## src/rtl/wptr_full_status_if.sv

```systemverilog
// Write-side bus of the dual-clock FIFO write pointer / status block.
//   master : producer + rptr->wclk synchronizer side (drives winc, wq2_rptr, wovf_clr)
//   slave  : wptr_full_status (drives write enable, address, Gray pointer, status)
// Signals:
//   winc         write request
//   wq2_rptr     Gray read pointer already synchronized into wclk
//   wovf_clr     clear for the sticky overflow flag
//   wclken       memory write enable (combinational)
//   waddr        memory write address
//   wptr         registered Gray write pointer
//   wfull        registered full flag
//   walmost_full registered almost-full flag
//   wlevel       registered fill estimate, 0..DEPTH
//   woverflow    sticky "write attempted while full"
interface wptr_full_status_if #(
  parameter int ADDRSIZE = 4
);
  logic                winc;
  logic [ADDRSIZE:0]   wq2_rptr;
  logic                wovf_clr;
  logic                wclken;
  logic [ADDRSIZE-1:0] waddr;
  logic [ADDRSIZE:0]   wptr;
  logic                wfull;
  logic                walmost_full;
  logic [ADDRSIZE:0]   wlevel;
  logic                woverflow;

  modport master (
    output winc, wq2_rptr, wovf_clr,
    input  wclken, waddr, wptr, wfull, walmost_full, wlevel, woverflow
  );

  modport slave (
    input  winc, wq2_rptr, wovf_clr,
    output wclken, waddr, wptr, wfull, walmost_full, wlevel, woverflow
  );
endinterface

```

## src/rtl/wptr_full_status.sv

```systemverilog
// Write-domain pointer and status generator for the dual-clock FIFO.
// Holds the binary write address and registered Gray write pointer, and
// derives full / almost-full / fill level against the read pointer that has
// been synchronized into wclk. A sticky overflow flag records writes that
// were refused because the FIFO was full.
// Ports:
//   wclk    write clock, all state on the rising edge
//   wrst_n  asynchronous active-low reset
//   bus     wptr_full_status_if.slave (see interface for signal list)
// Status is pessimistic: wq2_rptr lags the real read pointer, so full,
// almost-full and level may over-report but never under-report.
module wptr_full_status #(
  parameter int ADDRSIZE     = 4,
  parameter int AFULL_MARGIN = 2
) (
  input  logic                  wclk,
  input  logic                  wrst_n,
  wptr_full_status_if.slave     bus
);
  localparam int              DEPTH     = 1 << ADDRSIZE;
  localparam logic [ADDRSIZE:0] AFULL_LVL = (ADDRSIZE+1)'(DEPTH - AFULL_MARGIN);

  logic [ADDRSIZE:0] wbin, wbinnext, wgraynext, rq2bin, lvlnext;
  logic [ADDRSIZE:0] wptr_q, wlevel_q;
  logic              wfull_q, wafull_q, wovf_q;
  logic              accept, full_next, afull_next, ovf_set;

  assign accept    = bus.winc & ~wfull_q;
  assign wbinnext  = wbin + {{ADDRSIZE{1'b0}}, accept};
  assign wgraynext = (wbinnext >> 1) ^ wbinnext;

  // Gray -> binary: each bit is the XOR of itself and all higher bits.
  always_comb begin
    rq2bin = '0;
    for (int i = 0; i <= ADDRSIZE; i++)
      rq2bin[i] = ^(bus.wq2_rptr >> i);
  end

  // Modulo subtract keeps the level right across pointer wrap.
  assign lvlnext    = wbinnext - rq2bin;
  assign afull_next = (lvlnext >= AFULL_LVL);

  // Full when write pointer is one lap ahead: top two Gray bits inverted,
  // the rest equal.
  assign full_next = (wgraynext == {~bus.wq2_rptr[ADDRSIZE:ADDRSIZE-1],
                                     bus.wq2_rptr[ADDRSIZE-2:0]});

  assign ovf_set = bus.winc & wfull_q;

  always_ff @(posedge wclk or negedge wrst_n) begin
    if (!wrst_n) begin
      wbin     <= '0;
      wptr_q   <= '0;
      wfull_q  <= 1'b0;
      wafull_q <= 1'b0;
      wlevel_q <= '0;
      wovf_q   <= 1'b0;
    end else begin
      wbin     <= wbinnext;
      wptr_q   <= wgraynext;
      wfull_q  <= full_next;
      wafull_q <= afull_next;
      wlevel_q <= lvlnext;
      // A new refused write beats a simultaneous clear.
      wovf_q   <= ovf_set | (wovf_q & ~bus.wovf_clr);
    end
  end

  assign bus.wclken       = accept;
  assign bus.waddr        = wbin[ADDRSIZE-1:0];
  assign bus.wptr         = wptr_q;
  assign bus.wfull        = wfull_q;
  assign bus.walmost_full = wafull_q;
  assign bus.wlevel       = wlevel_q;
  assign bus.woverflow    = wovf_q;
endmodule
```

## src/flat_wrapper.sv

```systemverilog
// flat-port wrapper written by rule: the top's interface ports become plain ports
module wptr_full_status_flat 
#(
  parameter int ADDRSIZE     = 4,
  parameter int AFULL_MARGIN = 2
)
  (wclk, wrst_n, bus_winc, bus_wq2_rptr, bus_wovf_clr, bus_wclken, bus_waddr, bus_wptr, bus_wfull, bus_walmost_full, bus_wlevel, bus_woverflow);
  wptr_full_status_if #(.ADDRSIZE(ADDRSIZE)) bus_i ();
  input  logic wclk;
  input  logic wrst_n;
  input wire logic [$bits(bus_i.winc)-1:0] bus_winc;
  input wire logic [$bits(bus_i.wq2_rptr)-1:0] bus_wq2_rptr;
  input wire logic [$bits(bus_i.wovf_clr)-1:0] bus_wovf_clr;
  output wire logic [$bits(bus_i.wclken)-1:0] bus_wclken;
  output wire logic [$bits(bus_i.waddr)-1:0] bus_waddr;
  output wire logic [$bits(bus_i.wptr)-1:0] bus_wptr;
  output wire logic [$bits(bus_i.wfull)-1:0] bus_wfull;
  output wire logic [$bits(bus_i.walmost_full)-1:0] bus_walmost_full;
  output wire logic [$bits(bus_i.wlevel)-1:0] bus_wlevel;
  output wire logic [$bits(bus_i.woverflow)-1:0] bus_woverflow;
  assign bus_i.winc = bus_winc;
  assign bus_i.wq2_rptr = bus_wq2_rptr;
  assign bus_i.wovf_clr = bus_wovf_clr;
  assign bus_wclken = bus_i.wclken;
  assign bus_waddr = bus_i.waddr;
  assign bus_wptr = bus_i.wptr;
  assign bus_wfull = bus_i.wfull;
  assign bus_walmost_full = bus_i.walmost_full;
  assign bus_wlevel = bus_i.wlevel;
  assign bus_woverflow = bus_i.woverflow;
  wptr_full_status #(.ADDRSIZE(ADDRSIZE), .AFULL_MARGIN(AFULL_MARGIN)) u_core (.wclk(wclk), .wrst_n(wrst_n), .bus(bus_i));
endmodule
```

## config.mk

```make
export PLATFORM = sky130hd
export DESIGN_NAME = wptr_full_status_flat
export DESIGN_NICKNAME = d
export VERILOG_FILES = /design/src/rtl/wptr_full_status_if.sv /design/src/rtl/wptr_full_status.sv /design/src/flat_wrapper.sv
export SDC_FILE = /design/constraint.sdc
export NUM_CORES = 1
export LEC_CHECK = 0
export CAP_MARGIN = 15
export CORE_MARGIN = 3
export CORE_UTILIZATION = 49
export CTS_CLUSTER_DIAMETER = 80
export CTS_CLUSTER_SIZE = 16
export DETAILED_ROUTE_END_ITERATION = 16
export GPL_TIMING_DRIVEN = 0
export PLACE_DENSITY_LB_ADDON = 0.05
export SYNTH_ARGS = -nofsm -noshare
export SYNTH_HDL_FRONTEND = slang
export SYNTH_SLANG_ARGS = --single-unit
```

## constraint.sdc

```tcl
create_clock -name wclk -period 5.55 [get_ports wclk]
set_clock_uncertainty 0.05 [all_clocks]
set_input_delay 0.8325 -clock wclk [delete_from_list [all_inputs] [get_ports wclk]]
set_output_delay 0.8325 -clock wclk [all_outputs]
set_load 0.05 [all_outputs]
```

### After elaboration in Yosys (flattened, before gate mapping)

Cells that the tools add are included.
W data, S select, Z words.

| word-level totals | value |
|---|---|
| bits of input ports | 9 |
| output and inout bits | 18 |
| register bits | 18 |
| logic and storage cells | 23 |

| cells by class | value |
|---|---|
| add/subtract/negate cells | 2 |
| reductions and logical operators | 5 |
| equality and inequality tests | 1 |
| bitwise gates (word level) | 8 |
| $lt $le $gt $ge | 1 |

Operators with widths:

| kind | number |
|---|---|
| $reduce_xor A5 Y1 | 5 |
| $add A5 B1 Y5 | 1 |
| $eq A5 B5 Y1 | 1 |
| $ge A5 B4 Y1 const B | 1 |
| $sub A5 B5 Y5 | 1 |
| $xor A4 B5 Y5 | 1 |
| $and A1 B1 Y1 | 3 |
| $not A1 Y1 | 2 |
| $not A2 Y2 | 1 |
| $or A1 B1 Y1 | 1 |

### Depth between registers and ports, before layout

| logic depth | value |
|---|---|
| word-level depth | 5 |
| mapped depth | 10 |
| depth with buffers taken out | 10 |

### Worst setup path before layout

OpenSTA, ideal clock, no wires.

| path | value |
|---|---|
| path kind | input port to flip-flop |
| start point | in bus_winc |
| end point | reg u_core.wafull_q (netlist: u_core.bus.walmost_full) |
| arrival | 3403 ps |
| buffers on the path | 0 |
| setup time | 136 ps |
| slack | 1961 ps |
| cell stages on the path | 9 |
| data required time | 5364 ps |
| cells stage by stage | nor2b_1 ha_1 ha_1 xor2_1 ha_1 nor2b_1 o21ai_0 a311o_1 o211ai_2 |

| on the way | value |
|---|---|
| longest elaborated chain between the ends | 4 |

RTL lines:

| what | line | source |
|---|---|---|
| start, declared | flat_wrapper.sv:11 | `input wire logic [$bits(bus_i.winc)-1:0] bus_winc;` |
| $and A1 B1 Y1 | wptr_full_status.sv:28 | `assign accept = bus.winc & ~wfull_q;` |
| $add A5 B1 Y5 | wptr_full_status.sv:29 | `assign wbinnext = wbin + {{ADDRSIZE{1'b0}}, accept};` |
| net u_core.wbinnext[2] | wptr_full_status.sv:23 | `logic [ADDRSIZE:0] wbin, wbinnext, wgraynext, rq2bin, lvlnext;` |
| $sub A5 B5 Y5 | wptr_full_status.sv:40 | `assign lvlnext = wbinnext - rq2bin;` |
| $ge A5 B4 Y1 | wptr_full_status.sv:41 | `assign afull_next = (lvlnext >= AFULL_LVL);` |
| net u_core.afull_next | wptr_full_status.sv:26 | `logic accept, full_next, afull_next, ovf_set;` |
| end signal, assigned | wptr_full_status.sv:62 | `wafull_q <= afull_next;` |
| end, declared | wptr_full_status.sv:25 | `logic wfull_q, wafull_q, wovf_q;` |

The timed path passes the listed nets, and every way through them passes these cells.

### Worst setup path after layout

| path | value |
|---|---|
| start point | in bus_wq2_rptr[4] |
| end point | reg u_core.wafull_q (netlist: u_core.bus.walmost_full) |

| on the way | value |
|---|---|
| longest elaborated chain between the ends | 3 |
| elaborated cells between the ends (all ways) | 7 |
| those cells by class | add/sub: 1; order compare: 1; reduce/logical: 5 |

RTL lines:

| what | line | source |
|---|---|---|
| start, declared | flat_wrapper.sv:12 | `input wire logic [$bits(bus_i.wq2_rptr)-1:0] bus_wq2_rptr;` |
| $reduce_xor A5 Y1 | wptr_full_status.sv:36 | `rq2bin[i] = ^(bus.wq2_rptr >> i);` |
| $sub A5 B5 Y5 (*) | wptr_full_status.sv:40 |  |
| $ge A5 B4 Y1 (*) | wptr_full_status.sv:41 |  |
| net u_core.afull_next | wptr_full_status.sv:26 |  |

Mark *: on every way through the listed nets, which the timed path passes. The rest lies on a longest branch.

==> impl_metrics.toml <==
[clocking]
postCtsHoldBufs = 0
root_buffer = "clkbuf_4"
clock_latency_ps = 290
clkTransAtPathRegs_ps = 90
ctsHtreeMaxLevel = 1
cts_resized = 0
clock_sinks = 17
post-cts-setup-buffers = 0
cts_buffers = 3
clk_path_buf_depth = 2
cts_tree = "built"

[timing]
hold_viol = 0
finalSetupTns_ps = 0
worst_pin_slew_ps = 726.7
timing.fmax_ghz = 0.2743
grt_setup_unrepaired = "no"
period_needed_ps = 3646
period_share_pct = 65.70
slew_viol_final = 0
relSlewSlack_pct = 51.40
finalSetupViolCount = 0

[route]
wl_per_cell_um = 12.91
viasPerCell = 5.069
drt_iter0_drc = 19
num_vias = 664
first_pass_iters = 4
routed_wl_um = 1691
drc = 0
postRouteAntennaNets = 0

[die]
fp.coreArea_sq_um = 1629
die-area_sq_um = 2421
rows = 14
die_w_um = 49.21
pin_count = 27
fp.dieH_um = 49.21
start_util_pct = 56.14

[yosys]
syn_area_sq_um = 914.6
synth_seq_area_share_pct = 46.51
synth_area_leaders = "dfrtp_1 47%, xnor2_1 11%, ha_1 6.8%, xor2_1 6.7%, inv_1 3.7%"
synth_seq_cells = 17
synth_cell_types = 23
netlist_instances = 77
syn_avg_cell_area_sq_um = 11.88
synth_edf_count = 0
yosys.area.top_type_share_pct = 46.51
async_flop_share_pct = 100.0
synth_flop_cell = "dfrtp_1"
synth_fp_nets = 92
synth_common_cells = "17 x dfrtp_1, 11 x xnor2_1, 9 x inv_1, 7 x xor2_1"
yosysWarnings = 0
yosys.area.top_type = "dfrtp_1"
synth.most_common_cell = "dfrtp_1"

[cells_and_area]
layout-drive-gt1-share_pct = 7.477
final-seq-area_sq_um = 425.4
multi_input_area_sq_um = 455.4
diodes = 0
area_growth_pct = 34.61
final_area_sq_um = 1231
final_nets = 123
fill_cells = 124

[critical_path]
crit_arrival_ps = 3810
critPathMaxStageDelay_ps = 570
startpoint = "bus_wq2_rptr[4]"
critical_path_required_ps = 5720
critPathLaunchType = "input port"
r2r-end = "u_core.bus.walmost_full"
path_class = "input port to register"
crit_family = "XOR/XNOR gates"
r2r_slack_ps = 2820
r2r_cells = 9
endpoint = "u_core.bus.walmost_full"
worst-path-stages = 11
cp_slowest_cell = "clkdlybuf4s50_1"
end_kind = "register"
worstPathMaxFanout = 4
path_buf_inv = 1
r2r_start = "u_core.bus.wfull"
crit_chain = "clkdlybuf4s50_1 -> xor2_1 -> xnor2_1 -> xor2_1 -> xnor2_1 -> ha_1 -> fa_1 -> nor2b_1 -> o21ai_0 -> a311o_1 -> o211ai_2"

[grt]
grt_use_total_pct = 16.15
grt_max_degree = 18
antenna_found_initial = 0
grt-ovfl-total = 0
grt_pass1_wl_um = 2911
grt_pass1_vias = 642

[place]
gp_congestion = 0.8149
port_buffers = 26
dp.final_hpwl_um = 1333
dpl_cell_area_sq_um = 1205

[status]
outcome = "complete, no violations"

[worst_hold_path]
hp-start = "u_core.bus.woverflow"
hold_path_class = "register to register"

[run]
maxCapViolCount = 0
cell type report:
type                            count  share of cell area (%)
Timing Repair Buffer               26                   21.14
Tap cell                           24                   2.439
Multi-Input combinational cell     51                   36.99
Sequential cell                    17                   34.55
Clock buffer                        4                   2.134
Inverter                            9                   2.744
placed cells by master (no fill, tap or decap), types with 2 or more instances in the layout:
master / instances
clkbuf_4: 3
clkdlybuf4s50_1: 26
dfrtp_1: 17
ha_1: 5
inv_1: 9
nand2_1: 5
nand3_1: 3
nor2b_1: 2
o21ai_0: 3
or3_1: 2
xnor2_1: 11
xor2_1: 7
per-layer routing:
metal  GRT usage (%)  wire [um]  vias up
met5               0          0        -
met4           7.109         36        0
met3           4.281        121        4
met2           25.89        828       31
met1           20.23        704      318
li1                -          -      311
stage by stage:
stage          utilization [%]  setup slack [ps]  hold WS [ps]  cells
6_report                 75.58              1904         483.2    131
5_1_grt                  75.58              1745         509.5    131
4_1_cts                  75.58              1905         492.0    131
2_1_floorplan                -              1961         486.9     77
3_3_place_gp             73.96              1686         462.4    127
3_5_place_dp             73.96              1612         473.4    127
kinds of logic after synthesis:
kind of cell             share of synthesized area, %
AO/OA/AOI/OAI                                   7.933
buffers and inverters                           3.693
adder cells (fa/ha/maj)                         9.029
AND/OR/NAND/NOR                                 8.754
flip-flops                                      46.51
XOR/XNOR                                        24.08
worst min-delay path, cell delays in order, from the launching register on:
cell	delay (ps)
dfrtp_1	380
inv_1	50
o21ai_0	70
registers in the layout (all words and copies together), names as in the netlist:
signal and count:
u_core.bus.walmost_full 1, u_core.bus.wfull 1, u_core.bus.wlevel 5, u_core.bus.woverflow 1, u_core.bus.wptr 4, u_core.wbin 5
how the worst min path moves through the flow:
stage	cells past startpoint	to	slack [ps]
3_5_place_dp	2	u_core.bus.woverflow	470
3_3_place_gp	2	u_core.bus.woverflow	460
6_report	2	u_core.bus.woverflow	480
5_1_grt	2	u_core.bus.woverflow	510
2_1_floorplan	0	u_core.bus.walmost_full	490
4_1_cts	2	u_core.bus.woverflow	490
Power is left out: the tool's default activity adds up to more than one toggle a clock period on the data nets, which glitch-free logic cannot reach.
==> edit: new RTL, same settings <==
Make the reset (`wrst_n`) synchronous in one clocked block. Comments in the files are not updated.
--- a/src/rtl/wptr_full_status.sv
+++ b/src/rtl/wptr_full_status.sv
@@ -47,7 +47,7 @@
 
   assign ovf_set = bus.winc & wfull_q;
 
-  always_ff @(posedge wclk or negedge wrst_n) begin
+  always_ff @(posedge wclk) begin
     if (!wrst_n) begin
       wbin     <= '0;
       wptr_q   <= '0;
Function: differs if wrst_n is asserted again (counterexample within 4 cycles, from zero or initial values and one cycle with wrst_n low); with wrst_n held inactive, the same outputs for 10 cycles.
==> edit against the unedited design <==
Sequential share of layout area down 5.9 points. Synthesized area is 4.8% lower. Routed wire length grew 4.7%. Fmax is 8.9% lower. Sequential cell count stayed put. Cell area fell by 3.6%. Utilization down 1.1 points. Synthesized cell count is 12% higher. Setup slack got worse by 0.36 ns. Register-to-register slack got worse by 0.23 ns.
==> edit: results (changes against the unedited design) <==
status=completed; top sig layer=met3; crit-path max cell delay=0.53 ns (-0.04 ns); Worst Path Arrival=4.13 ns (+0.32 ns); total track usage=16.5% (+0.38 points); first-pass GRT wire length=2660 µm (-8.8%); Worst Path Max Fanout=7 (+3); Rel. slew slack=64.0% (+13 points); # fillers=120 (-3.2%); worst slack, placed=1.25 ns (-0.364 ns); I/O Buffers=26 (unchanged); dpl hpwl=1420 µm (+6.8%); Post-synth ARST share=0% (-100 points); CTS-repair resized insts=0 (unchanged); Post-Syn Nets=101 (+9.8%); reg2reg setup slack=2.59 ns (-0.23 ns); post-synth cell types=29 (+26%); cts hold-fix bufs=0 (unchanged); register area share after synthesis=39.1% (-7.4 points); routability cong.=0.882 (+8.3%); Nets=132 (+7.3%); H-tree levels=1 (unchanged); Synth area leaders=dfxtp_1, ha_1, xnor2_1; Primary FF master, synth=dfxtp_1; drt wl/cell=12.6 µm (-2.1%); largest net degree at the start of global routing=11 (-7); number of global-route vias before repair=655 (+2.0%); wire length on met3=98 µm (-19%); layout cell share with drive strength beyond 1=5.17% (-2.3 points); Synth top cells by count=dfxtp_1, and2_1, nor2b_1, xnor2_1, xor2_1; vias per cell=4.97 (-1.9%); wire length on met1=738 µm (+4.8%); WL met2=933 µm (+13%); DRT iter0 DRCs=10 (-9); fmax=0.250 GHz (-8.9%)
## edit: cell types whose count changed after synthesis, moves of 2 or more
cell      delta
inv_1        -5
nor2_1       +2
nand2_1      -3
dfxtp_1     +17
dfrtp_1     -17
a311oi_1     +2
nor2b_1      +6
a21o_1       +2
and2_1       +8
xnor2_1      -4
or3_1        -2
## edit: kinds of logic (layout without fill, tap and decap cells)
logic type / count (synthesis) / count (layout) / share of synthesized area [%]
buf+inv: 5 / 35 / 2.15
simple gates: 29 / 29 / 19.8
mux: 1 / 1 / 1.29
compound gates: 12 / 12 / 10.3
flops: 17 / 17 / 39.1
xor+xnor: 16 / 16 / 17.8
fa+ha+maj: 6 / 6 / 9.48
## edit: power groups by stage
stage	combinational [mW]	sequential, mW	clock, mW
finish	0.171	0.143	0.0635
global route	0.185	0.145	0.0713
floorplan	0.0638	0.201	0
CTS	0.173	0.143	0.0662
detailed placement	0.172	0.146	0
global placement	0.168	0.145	0
## edit: layout make-up
cell class / count / share of cell area [%]
timing repair buffer: 26 / 21.9
multi-input combinational: 64 / 43.1
tap: 24 / 2.53
inverter: 4 / 1.26
buffer: 1 / 0.316
clock buffer: 4 / 2.21
sequential: 17 / 28.7
## edit: metrics by stage
| stage | cells | area (µm²) | hold WS, ns |
|---|---|---|---|
| 6_report | 140 | 1190 | 0.449 |
| 5_1_grt | 140 | 1190 | 0.501 |
| 4_1_cts | 140 | 1190 | 0.465 |
| 3_5_place_dp | 136 | 1160 | 0.450 |
| 3_3_place_gp | 136 | 1160 | 0.416 |
| 2_1_floorplan | 86 | 871 | 0.646 |
## edit: per-layer routing
| layer | vias up | global-route usage, % |
|---|---|---|
| met5 | - | 0 |
| met4 | 0 | 6.45 |
| met3 | 0 | 3.32 |
| met2 | 26 | 29.4 |
| met1 | 321 | 19.1 |
| li1 | 349 | - |
## edit: final timing paths
| path | start | endpoint | cells past startpoint |
|---|---|---|---|
| setup / recovery | bus_wq2_rptr[4] | u_core.bus.walmost_full$_SDFF_PN0_ | 12 |
| hold / removal | u_core.bus.woverflow$_SDFF_PN0_ | u_core.bus.woverflow$_SDFF_PN0_ | 2 |
| setup reg to reg | u_core.bus.wfull$_SDFF_PN0_ | u_core.bus.walmost_full$_SDFF_PN0_ | 10 |
| hold reg to reg | u_core.bus.woverflow$_SDFF_PN0_ | u_core.bus.woverflow$_SDFF_PN0_ | 2 |
## edit: critical path: cells and delay by family
kind | cells | cell delay (ns)
xor+xnor | 4 | 0.94
fa+ha+maj | 2 | 0.65
buf+inv | 1 | 0.53
compound gates | 2 | 0.52
mux | 1 | 0.33
simple gates | 2 | 0.32
